--- config.mk ---
export PLATFORM = sky130hd
export DESIGN_NAME = zdos_trdemu_ctl_flat
export DESIGN_NICKNAME = d
export VERILOG_FILES = /design/src/rtl/zdos_trdemu_ctl_pkg.sv /design/src/rtl/zdos_trdemu_ctl_if.sv /design/src/rtl/zdos_trdemu_ctl_wdog.sv /design/src/rtl/zdos_trdemu_ctl.sv /design/src/flat_wrapper.sv
export SDC_FILE = /design/constraint.sdc
export NUM_CORES = 1
export LEC_CHECK = 0
export ABC_AREA = 1
export BUFFER_PORTS_ARGS = -buffer_cell sky130_fd_sc_hd__buf_2
export CAP_MARGIN = 10
export CORE_MARGIN = 3
export CORE_UTILIZATION = 44
export CTS_CLUSTER_DIAMETER = 150
export DETAILED_ROUTE_END_ITERATION = 6
export PLACE_DENSITY = 0.67
export SETUP_SLACK_MARGIN = 0.5
export SYNTH_ARGS = -nofsm -noshare
export SYNTH_HDL_FRONTEND = slang
export SYNTH_HIERARCHICAL = 1
export SYNTH_SLANG_ARGS = --single-unit
export TNS_END_PERCENT = 5
--- constraint.sdc ---
create_clock -name fclk -period 1.49 [get_ports fclk]
set_input_delay 0.298 -clock fclk [delete_from_list [all_inputs] [get_ports fclk]]
set_output_delay 0.298 -clock fclk [all_outputs]
set_load 0.05 [all_outputs]
--- src/rtl/zdos_trdemu_ctl_pkg.sv ---
// Shared types and helpers for the DOS/TR-DOS emulation control block.
package zdos_pkg;

  localparam int unsigned NUM_DRV_DFLT = 4;
  localparam int unsigned DRV_W_DFLT   = 2;
  localparam int unsigned CNT_W_DFLT   = 8;
  localparam int unsigned WDOG_W_DFLT  = 20;

  // 2'b11 is unused; the controller falls back to IDLE from it
  typedef enum logic [1:0] {
    IDLE      = 2'b00,
    EMU       = 2'b01,
    EXIT_PEND = 2'b10
  } state_e;

  function automatic logic [31:0] all_ones(input int unsigned w);
    return (w >= 32) ? 32'hFFFF_FFFF : ((32'd1 << w) - 32'd1);
  endfunction

endpackage

--- src/rtl/zdos_trdemu_ctl_if.sv ---
// Glue-side signal bundle of the emulation controller (port decoder, NMI logic, mapper).
interface zdos_trdemu_ctl_if #(
  parameter int unsigned NUM_DRV = 4,
  parameter int unsigned DRV_W   = 2,
  parameter int unsigned CNT_W   = 8
);
  logic               dos_turn_on;
  logic               dos_turn_off;
  logic               cpm_n;
  logic               atm_pen2;
  logic               zpos;
  logic               m1_n;
  logic               in_nmi;
  logic               clr_nmi;
  logic               vg_rdwr_fclk;
  logic [NUM_DRV-1:0] fdd_mask;
  logic [DRV_W-1:0]   vg_a;
  logic               romnram;
  logic               wdog_en;
  logic               dos;
  logic               in_trdemu;
  logic               trdemu_wr_disable;
  logic [DRV_W-1:0]   trap_drv;
  logic [CNT_W-1:0]   trap_cnt;
  logic               wdog_fired;

  modport master (
    output dos_turn_on, dos_turn_off, cpm_n, atm_pen2, zpos, m1_n, in_nmi, clr_nmi,
           vg_rdwr_fclk, fdd_mask, vg_a, romnram, wdog_en,
    input  dos, in_trdemu, trdemu_wr_disable, trap_drv, trap_cnt, wdog_fired
  );

  modport slave (
    input  dos_turn_on, dos_turn_off, cpm_n, atm_pen2, zpos, m1_n, in_nmi, clr_nmi,
           vg_rdwr_fclk, fdd_mask, vg_a, romnram, wdog_en,
    output dos, in_trdemu, trdemu_wr_disable, trap_drv, trap_cnt, wdog_fired
  );
endinterface

--- src/rtl/zdos_trdemu_ctl_wdog.sv ---
// Emulation watchdog: counts enabled cycles, pulses timeout on the step that reaches all-ones.
module zdos_wdog
  import zdos_pkg::*;
#(
  parameter int unsigned WDOG_W = WDOG_W_DFLT
) (
  input  logic fclk,
  input  logic rst,
  input  logic clr_i,
  input  logic inc_i,
  output logic timeout_o
);

  localparam logic [WDOG_W-1:0] CNT_MAX = WDOG_W'(all_ones(WDOG_W));

  logic [WDOG_W-1:0] cnt_q, cnt_d;

  always_comb begin
    cnt_d = cnt_q;
    if (clr_i) begin
      cnt_d = '0;
    end else if (inc_i) begin
      cnt_d = cnt_q + WDOG_W'(1);
    end
  end

  assign timeout_o = inc_i & (cnt_q == (CNT_MAX - WDOG_W'(1)));

  always_ff @(posedge fclk) begin
    if (rst) begin
      cnt_q <= '0;
    end else begin
      cnt_q <= cnt_d;
    end
  end

endmodule

--- src/rtl/zdos_trdemu_ctl.sv ---
// DOS ROM select and Beta-Disk trap controller with NMI-deferred exit, watchdog and trap statistics.
module zdos_trdemu_ctl
  import zdos_pkg::*;
#(
  parameter int unsigned NUM_DRV = NUM_DRV_DFLT,
  parameter int unsigned DRV_W   = DRV_W_DFLT,
  parameter int unsigned CNT_W   = CNT_W_DFLT,
  parameter int unsigned WDOG_W  = WDOG_W_DFLT
) (
  input logic               fclk,
  input logic               rst,
  zdos_trdemu_ctl_if.slave  bus
);

  localparam logic [CNT_W-1:0] CNT_MAX = CNT_W'(all_ones(CNT_W));

  state_e           state_q, state_d;
  logic             dos_q, dos_d;
  logic             in_trdemu_q;
  logic             wr_dis_q, wr_dis_d;
  logic [DRV_W-1:0] trap_drv_q, trap_drv_d;
  logic [CNT_W-1:0] trap_cnt_q, trap_cnt_d;
  logic             wdog_fired_q, wdog_fired_d;
  logic             trap, entry, wdog_inc, wdog_to;

  // dos_q is the registered value, so a strobe only affects trapping from the next cycle
  assign trap     = bus.vg_rdwr_fclk & bus.fdd_mask[bus.vg_a] & dos_q & bus.romnram & ~bus.atm_pen2;
  assign entry    = (state_q == IDLE) & trap;
  assign wdog_inc = ((state_q == EMU) | (state_q == EXIT_PEND)) & bus.wdog_en;

  zdos_wdog #(.WDOG_W(WDOG_W)) u_wdog (
    .fclk      (fclk),
    .rst       (rst),
    .clr_i     (entry),
    .inc_i     (wdog_inc),
    .timeout_o (wdog_to)
  );

  always_comb begin
    state_d = state_q;
    if (wdog_to) begin
      state_d = IDLE;
    end else begin
      case (state_q)
        IDLE:      if (trap) state_d = EMU;
        EMU:       if (bus.clr_nmi) state_d = bus.in_nmi ? EXIT_PEND : IDLE;
        EXIT_PEND: if (!bus.in_nmi) state_d = IDLE;
        default:   state_d = IDLE;
      endcase
    end
  end

  always_comb begin
    dos_d        = dos_q;
    wr_dis_d     = wr_dis_q;
    trap_drv_d   = trap_drv_q;
    trap_cnt_d   = trap_cnt_q;
    wdog_fired_d = wdog_fired_q;

    if (!bus.cpm_n)            dos_d = 1'b1;
    else if (bus.dos_turn_off) dos_d = 1'b0;
    else if (bus.dos_turn_on)  dos_d = 1'b1;

    if (bus.zpos && !bus.m1_n) wr_dis_d = 1'b0;
    else if (trap)             wr_dis_d = 1'b1;

    if (entry) begin
      trap_drv_d = bus.vg_a;
      if (trap_cnt_q != CNT_MAX) trap_cnt_d = trap_cnt_q + CNT_W'(1);
    end

    if (wdog_to)          wdog_fired_d = 1'b1;
    else if (bus.clr_nmi) wdog_fired_d = 1'b0;
  end

  always_ff @(posedge fclk) begin
    if (rst) begin
      state_q      <= IDLE;
      dos_q        <= 1'b1;
      in_trdemu_q  <= 1'b0;
      wr_dis_q     <= 1'b0;
      trap_drv_q   <= '0;
      trap_cnt_q   <= '0;
      wdog_fired_q <= 1'b0;
    end else begin
      state_q      <= state_d;
      dos_q        <= dos_d;
      in_trdemu_q  <= (state_d != IDLE);
      wr_dis_q     <= wr_dis_d;
      trap_drv_q   <= trap_drv_d;
      trap_cnt_q   <= trap_cnt_d;
      wdog_fired_q <= wdog_fired_d;
    end
  end

  assign bus.dos               = dos_q;
  assign bus.in_trdemu         = in_trdemu_q;
  assign bus.trdemu_wr_disable = wr_dis_q;
  assign bus.trap_drv          = trap_drv_q;
  assign bus.trap_cnt          = trap_cnt_q;
  assign bus.wdog_fired        = wdog_fired_q;

endmodule

--- src/flat_wrapper.sv ---
// flat-port wrapper written by rule: the top's interface ports become plain ports
module zdos_trdemu_ctl_flat import zdos_pkg::*;
#(
  parameter int unsigned NUM_DRV = NUM_DRV_DFLT,
  parameter int unsigned DRV_W   = DRV_W_DFLT,
  parameter int unsigned CNT_W   = CNT_W_DFLT,
  parameter int unsigned WDOG_W  = WDOG_W_DFLT
)
  (fclk, rst, bus_dos_turn_on, bus_dos_turn_off, bus_cpm_n, bus_atm_pen2, bus_zpos, bus_m1_n, bus_in_nmi, bus_clr_nmi, bus_vg_rdwr_fclk, bus_fdd_mask, bus_vg_a, bus_romnram, bus_wdog_en, bus_dos, bus_in_trdemu, bus_trdemu_wr_disable, bus_trap_drv, bus_trap_cnt, bus_wdog_fired);
  zdos_trdemu_ctl_if #(.NUM_DRV(NUM_DRV), .DRV_W(DRV_W), .CNT_W(CNT_W)) bus_i ();
  input logic fclk;
  input logic rst;
  input wire logic [$bits(bus_i.dos_turn_on)-1:0] bus_dos_turn_on;
  input wire logic [$bits(bus_i.dos_turn_off)-1:0] bus_dos_turn_off;
  input wire logic [$bits(bus_i.cpm_n)-1:0] bus_cpm_n;
  input wire logic [$bits(bus_i.atm_pen2)-1:0] bus_atm_pen2;
  input wire logic [$bits(bus_i.zpos)-1:0] bus_zpos;
  input wire logic [$bits(bus_i.m1_n)-1:0] bus_m1_n;
  input wire logic [$bits(bus_i.in_nmi)-1:0] bus_in_nmi;
  input wire logic [$bits(bus_i.clr_nmi)-1:0] bus_clr_nmi;
  input wire logic [$bits(bus_i.vg_rdwr_fclk)-1:0] bus_vg_rdwr_fclk;
  input wire logic [$bits(bus_i.fdd_mask)-1:0] bus_fdd_mask;
  input wire logic [$bits(bus_i.vg_a)-1:0] bus_vg_a;
  input wire logic [$bits(bus_i.romnram)-1:0] bus_romnram;
  input wire logic [$bits(bus_i.wdog_en)-1:0] bus_wdog_en;
  output wire logic [$bits(bus_i.dos)-1:0] bus_dos;
  output wire logic [$bits(bus_i.in_trdemu)-1:0] bus_in_trdemu;
  output wire logic [$bits(bus_i.trdemu_wr_disable)-1:0] bus_trdemu_wr_disable;
  output wire logic [$bits(bus_i.trap_drv)-1:0] bus_trap_drv;
  output wire logic [$bits(bus_i.trap_cnt)-1:0] bus_trap_cnt;
  output wire logic [$bits(bus_i.wdog_fired)-1:0] bus_wdog_fired;
  assign bus_i.dos_turn_on = bus_dos_turn_on;
  assign bus_i.dos_turn_off = bus_dos_turn_off;
  assign bus_i.cpm_n = bus_cpm_n;
  assign bus_i.atm_pen2 = bus_atm_pen2;
  assign bus_i.zpos = bus_zpos;
  assign bus_i.m1_n = bus_m1_n;
  assign bus_i.in_nmi = bus_in_nmi;
  assign bus_i.clr_nmi = bus_clr_nmi;
  assign bus_i.vg_rdwr_fclk = bus_vg_rdwr_fclk;
  assign bus_i.fdd_mask = bus_fdd_mask;
  assign bus_i.vg_a = bus_vg_a;
  assign bus_i.romnram = bus_romnram;
  assign bus_i.wdog_en = bus_wdog_en;
  assign bus_dos = bus_i.dos;
  assign bus_in_trdemu = bus_i.in_trdemu;
  assign bus_trdemu_wr_disable = bus_i.trdemu_wr_disable;
  assign bus_trap_drv = bus_i.trap_drv;
  assign bus_trap_cnt = bus_i.trap_cnt;
  assign bus_wdog_fired = bus_i.wdog_fired;
  zdos_trdemu_ctl #(.NUM_DRV(NUM_DRV), .DRV_W(DRV_W), .CNT_W(CNT_W), .WDOG_W(WDOG_W)) u_core (.fclk(fclk), .rst(rst), .bus(bus_i));
endmodule
After elaboration in Yosys (flattened, before gate mapping)
Index checks and enable logic that the tools add are counted.

$add $sub $neg: 2. Magnitude comparators: 1. Eq/ne operators: 4. Mux-type cells: 12. Bitwise logic cells: 10. Reductions and logical operators: 10.

Operator list (number): 20-bit by 1-bit adder with 20-bit output (second input constant) (1); 20-bit equality test (second input constant) (1); 2-bit 2-to-1 mux (5); 8-bit by 1-bit adder with 8-bit output (second input constant) (1); 8-bit inequality test (second input constant) (1); 1-bit AND (7); 2-bit case mux with 3 select lines (1); 2-bit nonzero test (3); 2-bit OR reduction (3); 1-bit 2-to-1 mux (5); 2-bit by 3-bit < comparator with 1-bit output (second input constant) (1); 1-bit binary-select mux with 2-bit select (1); 2-bit by 1-bit equality test with 1-bit output (second input constant) (1); 2-bit equality test (second input constant) (1); 2-bit zero test (1); 1-bit inverter (2); 2-bit AND reduction (1); 1-bit logical AND (1); 1-bit zero test (1); 1-bit bitwise OR (1).

Bits in registers: 36. Bits of input ports: 19. Output and inout bits: 14. Logic and storage cells: 47.

Depth between registers and ports, before layout
Depth in word-level cells: 10. Gate-level depth with buffers: 12. Gate-level depth less buffers: 11.

Modules after synthesis
The synthesis kept the hierarchy.

Modules (own cells, without submodules): zdos_wdog (times used 1, cells an instance 170, area an instance 1146.1 µm², sequential area each 400.4 µm²); zdos_trdemu_ctl (times used 1, cells an instance 144, area an instance 985.9 µm², sequential area each 320.3 µm²).

Worst setup path after synthesis
No wires, ideal clock.

Path type: register to register. From: register u_core.dos_q, in the netlist u_core/bus.dos. To: register u_core.u_wdog.cnt_q[5]. Library setup time: 0.114 ns. Arrival: 1.620 ns. Data required time: 1.376 ns. Setup slack: -0.244 ns. Cell stages (with the launch flop): 9. Clock period less this slack: 1.734 ns. Cells stage by stage: dfxtp_1 > nand2_1 > nor2_4 > nand3_2 > nor2_4 > nor2_1 > buf_2 > nand2_1 > nor2_1.

Cells in the longest elaborated chain, start to end: 5.

Ends and longest elaborated chain: start: declaration (line zdos_trdemu_ctl.sv:18) `logic dos_q, dos_d;`; start signal: assignment (line zdos_trdemu_ctl.sv:87) `dos_q <= dos_d;`; 1-bit AND (3 in series) (line zdos_trdemu_ctl.sv:27) `assign trap = bus.vg_rdwr_fclk & bus.fdd_mask[bus.vg_a] & dos_q & bus.romnram & ~bus.atm_pen2;`; 1-bit AND (line zdos_trdemu_ctl.sv:28) `assign entry = (state_q == IDLE) & trap;`; net u_core.entry (line zdos_trdemu_ctl.sv:24) `logic trap, entry, wdog_inc, wdog_to;`; 2-bit OR reduction (no source line); end signal: assignment (line zdos_trdemu_ctl_wdog.sv:33) `cnt_q <= cnt_d;`; end: declaration (line zdos_trdemu_ctl_wdog.sv:16) `logic [WDOG_W-1:0] cnt_q, cnt_d;`.

The timed path passes the listed nets, and every way through them passes these cells. A chain may end at the register's enable or synchronous reset.

Worst setup path after layout
From: register u_core.state_q[1]. To: register u_core.u_wdog.cnt_q[16].

Cells in the longest elaborated chain, start to end: 3. Elaborated cells on any way between the ends: 7. Classes of those cells: 2 x eq/ne; 3 x bitwise; 2 x reduce/logical.

Ends and longest elaborated chain: start: declaration (line zdos_trdemu_ctl.sv:17) `state_e state_q, state_d;`; start signal: assignment (line zdos_trdemu_ctl.sv:86) `state_q <= state_d;`; 2-bit by 1-bit equality test with 1-bit output / 2-bit equality test (equally long branches) (line zdos_trdemu_ctl.sv:29) `assign wdog_inc = ((state_q == EMU) | (state_q == EXIT_PEND)) & bus.wdog_en;`; 1-bit bitwise OR (*) (line zdos_trdemu_ctl.sv:29); 1-bit AND (*) (line zdos_trdemu_ctl.sv:29); net u_core.wdog_inc (line zdos_trdemu_ctl.sv:24).

Mark *: on every way through the listed nets, which the timed path passes. The rest lies on a longest branch.

==> out/results.ini <==
[setup_path]
path_common_cell = inv_2
end_kind = register
crit_start = u_core/state_q[1]
crit_type = register to register
setup.worst_path.end = u_core/u_wdog/cnt_q[16]
reg2reg_to = u_core/u_wdog/cnt_q[16]
crit_path_max_incr_delay_ns = 0.33
crit_fanout = 6
path_depth = 12
r2r_cells = 12
crit_buf_inv = 4
slowest_stage = dfxtp_2
path_cells = inv_2, ha_4, nand2_2, inv_2, buf_12, nand2_8, nor2_8, inv_2, nor2_4, nand3_1, nand2_1, nor2_1
rrSetupSlack_ns = -0.05
start_kind = register
cp.arrival_ns = 1.71
r2r_start = u_core/state_q[1]
cp_data_required_time_ns = 1.67
cp_top_family = simple AND/OR/NAND/NOR gates

[flow_run]
cap_violations = 0

[cells_and_area]
multi_input_area_um2 = 1419
num-fill-cells = 391
layout_commonest_cell = nand2_1
mostFrequentLayoutCells = nand2_1, inv_1, nor2_1, a21oi_1, buf_4
diodes = 0
seq_area_um2 = 752.0
syn_to_final_growth_pct = 41.90
nets = 403
layout-drive-gt1-share_pct = 39.68

[cts]
cts_hold_buf = 0
path_clk_slew_ns = 0.07
cts_sinks = 36
cts_root_buffer = clkbuf_8
numCtsBuffers = 5
clock_path_buffers = 2
clkLatencyLatePin_ns = 0.28
htreeDepth = 2
cts_tree = done

[drt]
via_per_inst = 5.107
dr.pass1.iters = 4
vias = 2196
route.detailed.drc = 0
final_antenna_net_count = 0
drt_wl_total_um = 5405
drtIter0Drc = 96
wl_per_cell_um = 12.57

[floorplan]
die_h_um = 75.61
dieArea_um2 = 5717
die_w_um = 75.61
io_pins = 33
placementRows = 24
coreArea_um2 = 4504
initial_core_util_pct = 47.33

[power]
peakVddDrop_mv = 0.4110
p_leak_nw = 1.346
fin_total_pwr_w = 0.001905
p_per_area_nw_per_um2 = 629.7

[synth]
ys_ff_latch = 36
syn_inst = 314
synth.distinct_cells = 27
syn-num-nets = 340
yosys_warnings = 6
netlist_area_um2 = 2132
ys_seq_area_share_pct = 33.80
synth.avg_cell_area_um2 = 6.790

[placement]
place_congestion = 0.8598
portBuffers = 32
detailed_place_hpwl_um = 3880

[global_routing]
antenna_found_initial = 0
grt_pass1_vias = 2037
track_usage_pct = 19.69
grt.overflow.total = 0
grt_pass1_wl_um = 8583
grt_max_degree = 14

[timing]
fmax_ghz = 0.6502
hold_viol = 0
relSlewSlack_pct = 81.32
min_period_over_period_pct = 103.2
setup_slack_ns = -0.04788
fin_tns_setup_ns = -0.09397
setup_violations = 4
slew_viol_final = 0
final.min_clock_period_ns = 1.538
tightest_slew_ns = 0.2802
rsz0062_at_grt = true
clock_skew_ns = 0.004460

[hold_path]
hp-class = input pin to register

[run_status]
outcome = finished, violations left
violations = setup timing

## cells in the mapped netlist
| cell type | count | area share [%] |
|---|---|---|
| nand4_1 | 9 | 2.6 |
| nor3b_2 | 1 | 0.59 |
| nor2_2 | 7 | 2.1 |
| nand3_2 | 4 | 1.9 |
| xor2_1 | 2 | 0.82 |
| buf_2 | 1 | 0.23 |
| inv_2 | 5 | 0.88 |
| o21bai_1 | 3 | 1.1 |
| clkbuf_1 | 1 | 0.18 |
| o21bai_2 | 1 | 0.53 |
| buf_4 | 1 | 0.35 |
| nand2_1 | 78 | 14 |
| o21ai_0 | 10 | 2.3 |
| nand2_4 | 2 | 1.1 |
| nand2_2 | 7 | 2.1 |
| nor2_8 | 2 | 1.9 |
| nor4_1 | 1 | 0.29 |
| nand4_4 | 1 | 1.0 |
| dfxtp_1 | 36 | 34 |
| nor2_1 | 35 | 6.2 |
| nand3_1 | 25 | 5.9 |
| inv_1 | 41 | 7.2 |
| nor2_4 | 4 | 2.1 |
| o211ai_1 | 1 | 0.35 |
| nor3_1 | 4 | 0.94 |
| ha_1 | 7 | 4.1 |
| a21oi_1 | 25 | 5.9 |
## cell type report
cell class                 count  share of cell area (%)
clock buffer                   8                   2.978
inverter                      46                   5.955
multi-input combinational    229                   46.90
sequential                    36                   24.86
tap                           52                   2.151
timing repair buffer          59                   17.16
## per-stage QoR
step	utilization, %	hold WS, ns	worst slack (ns)	area [um2]	std cells
floorplan	-	0.3860	0.02345	2193	314
global placement	57.86	0.4584	-0.09005	2606	421
detailed placement	57.86	0.4729	-0.1392	2606	421
CTS	65.11	0.1618	-0.01194	2933	429
global route	67.17	0.1619	-0.1450	3025	430
finish	67.17	0.1663	-0.04788	3025	430
## state kept, by name, summed over array words and instances (netlist names)
register                      flops
u_core/bus.trdemu_wr_disable      1
u_core/u_wdog/cnt_q              20
u_core/state_q                    2
u_core/bus.dos                    1
u_core/bus.trap_cnt               8
u_core/bus.in_trdemu              1
u_core/bus.trap_drv               2
u_core/bus.wdog_fired             1
## power by group
group,total [W],switching (W),internal (W)
Sequential,0.000977,0.0000102,0.000966
Clock,0.000708,0.000331,0.000377
Combinational,0.000221,0.000129,0.0000919
## layer usage
layer  up-vias  global-route usage [%]  share of wire [%]
li1       1130                       -                  -
met1       999                   20.68                 40
met2        55                   37.10                 54
met3        12                   4.090                4.1
met4         0                   9.126                2.0
met5         -                       0                  0
## what timing repair did
item | CTS | global route
setup endpoints to repair | 49 | 49
resized for setup | 79 | 23
gates cloned | 0 | 0
setup buffers | 0 | 1
hold endpoints to repair | 0 | 0
pin swaps | 37 | 24
## worst min-delay path by stage
stage,from,to,slack [ns],cells past startpoint
floorplan,bus_cpm_n,u_core/bus.dos,0.39,1
global placement,u_core/bus.trap_drv[1],u_core/bus.trap_drv[1],0.46,2
detailed placement,u_core/u_wdog/cnt_q[6],u_core/u_wdog/cnt_q[6],0.47,2
CTS,bus_zpos,u_core/bus.trdemu_wr_disable,0.16,2
global route,bus_zpos,u_core/bus.trdemu_wr_disable,0.16,2
finish,bus_zpos,u_core/bus.trdemu_wr_disable,0.17,2
## logic make-up (layout without fill, tap and decap cells)
group	count (synthesis)	after routing	share of synthesized area (%)
AOI/OAI and AO/OA	40	40	10.15
xor gates and xnor gates	2	2	0.8217
adders and majority gates	7	7	4.108
buffers and inverters	49	113	8.861
DFF	36	36	33.80
and+or+nand+nor	180	180	42.25
## worst register-to-register path: stages, from the launching register on
cell,delay (ns)
dfxtp_2,0.33
inv_2,0.05
ha_4,0.25
nand2_2,0.04
inv_2,0.07
buf_12,0.13
nand2_8,0.06
nor2_8,0.17
inv_2,0.07
nor2_4,0.10
nand3_1,0.07
nand2_1,0.06
nor2_1,0.03
Power figures use the tool's default switching activity.
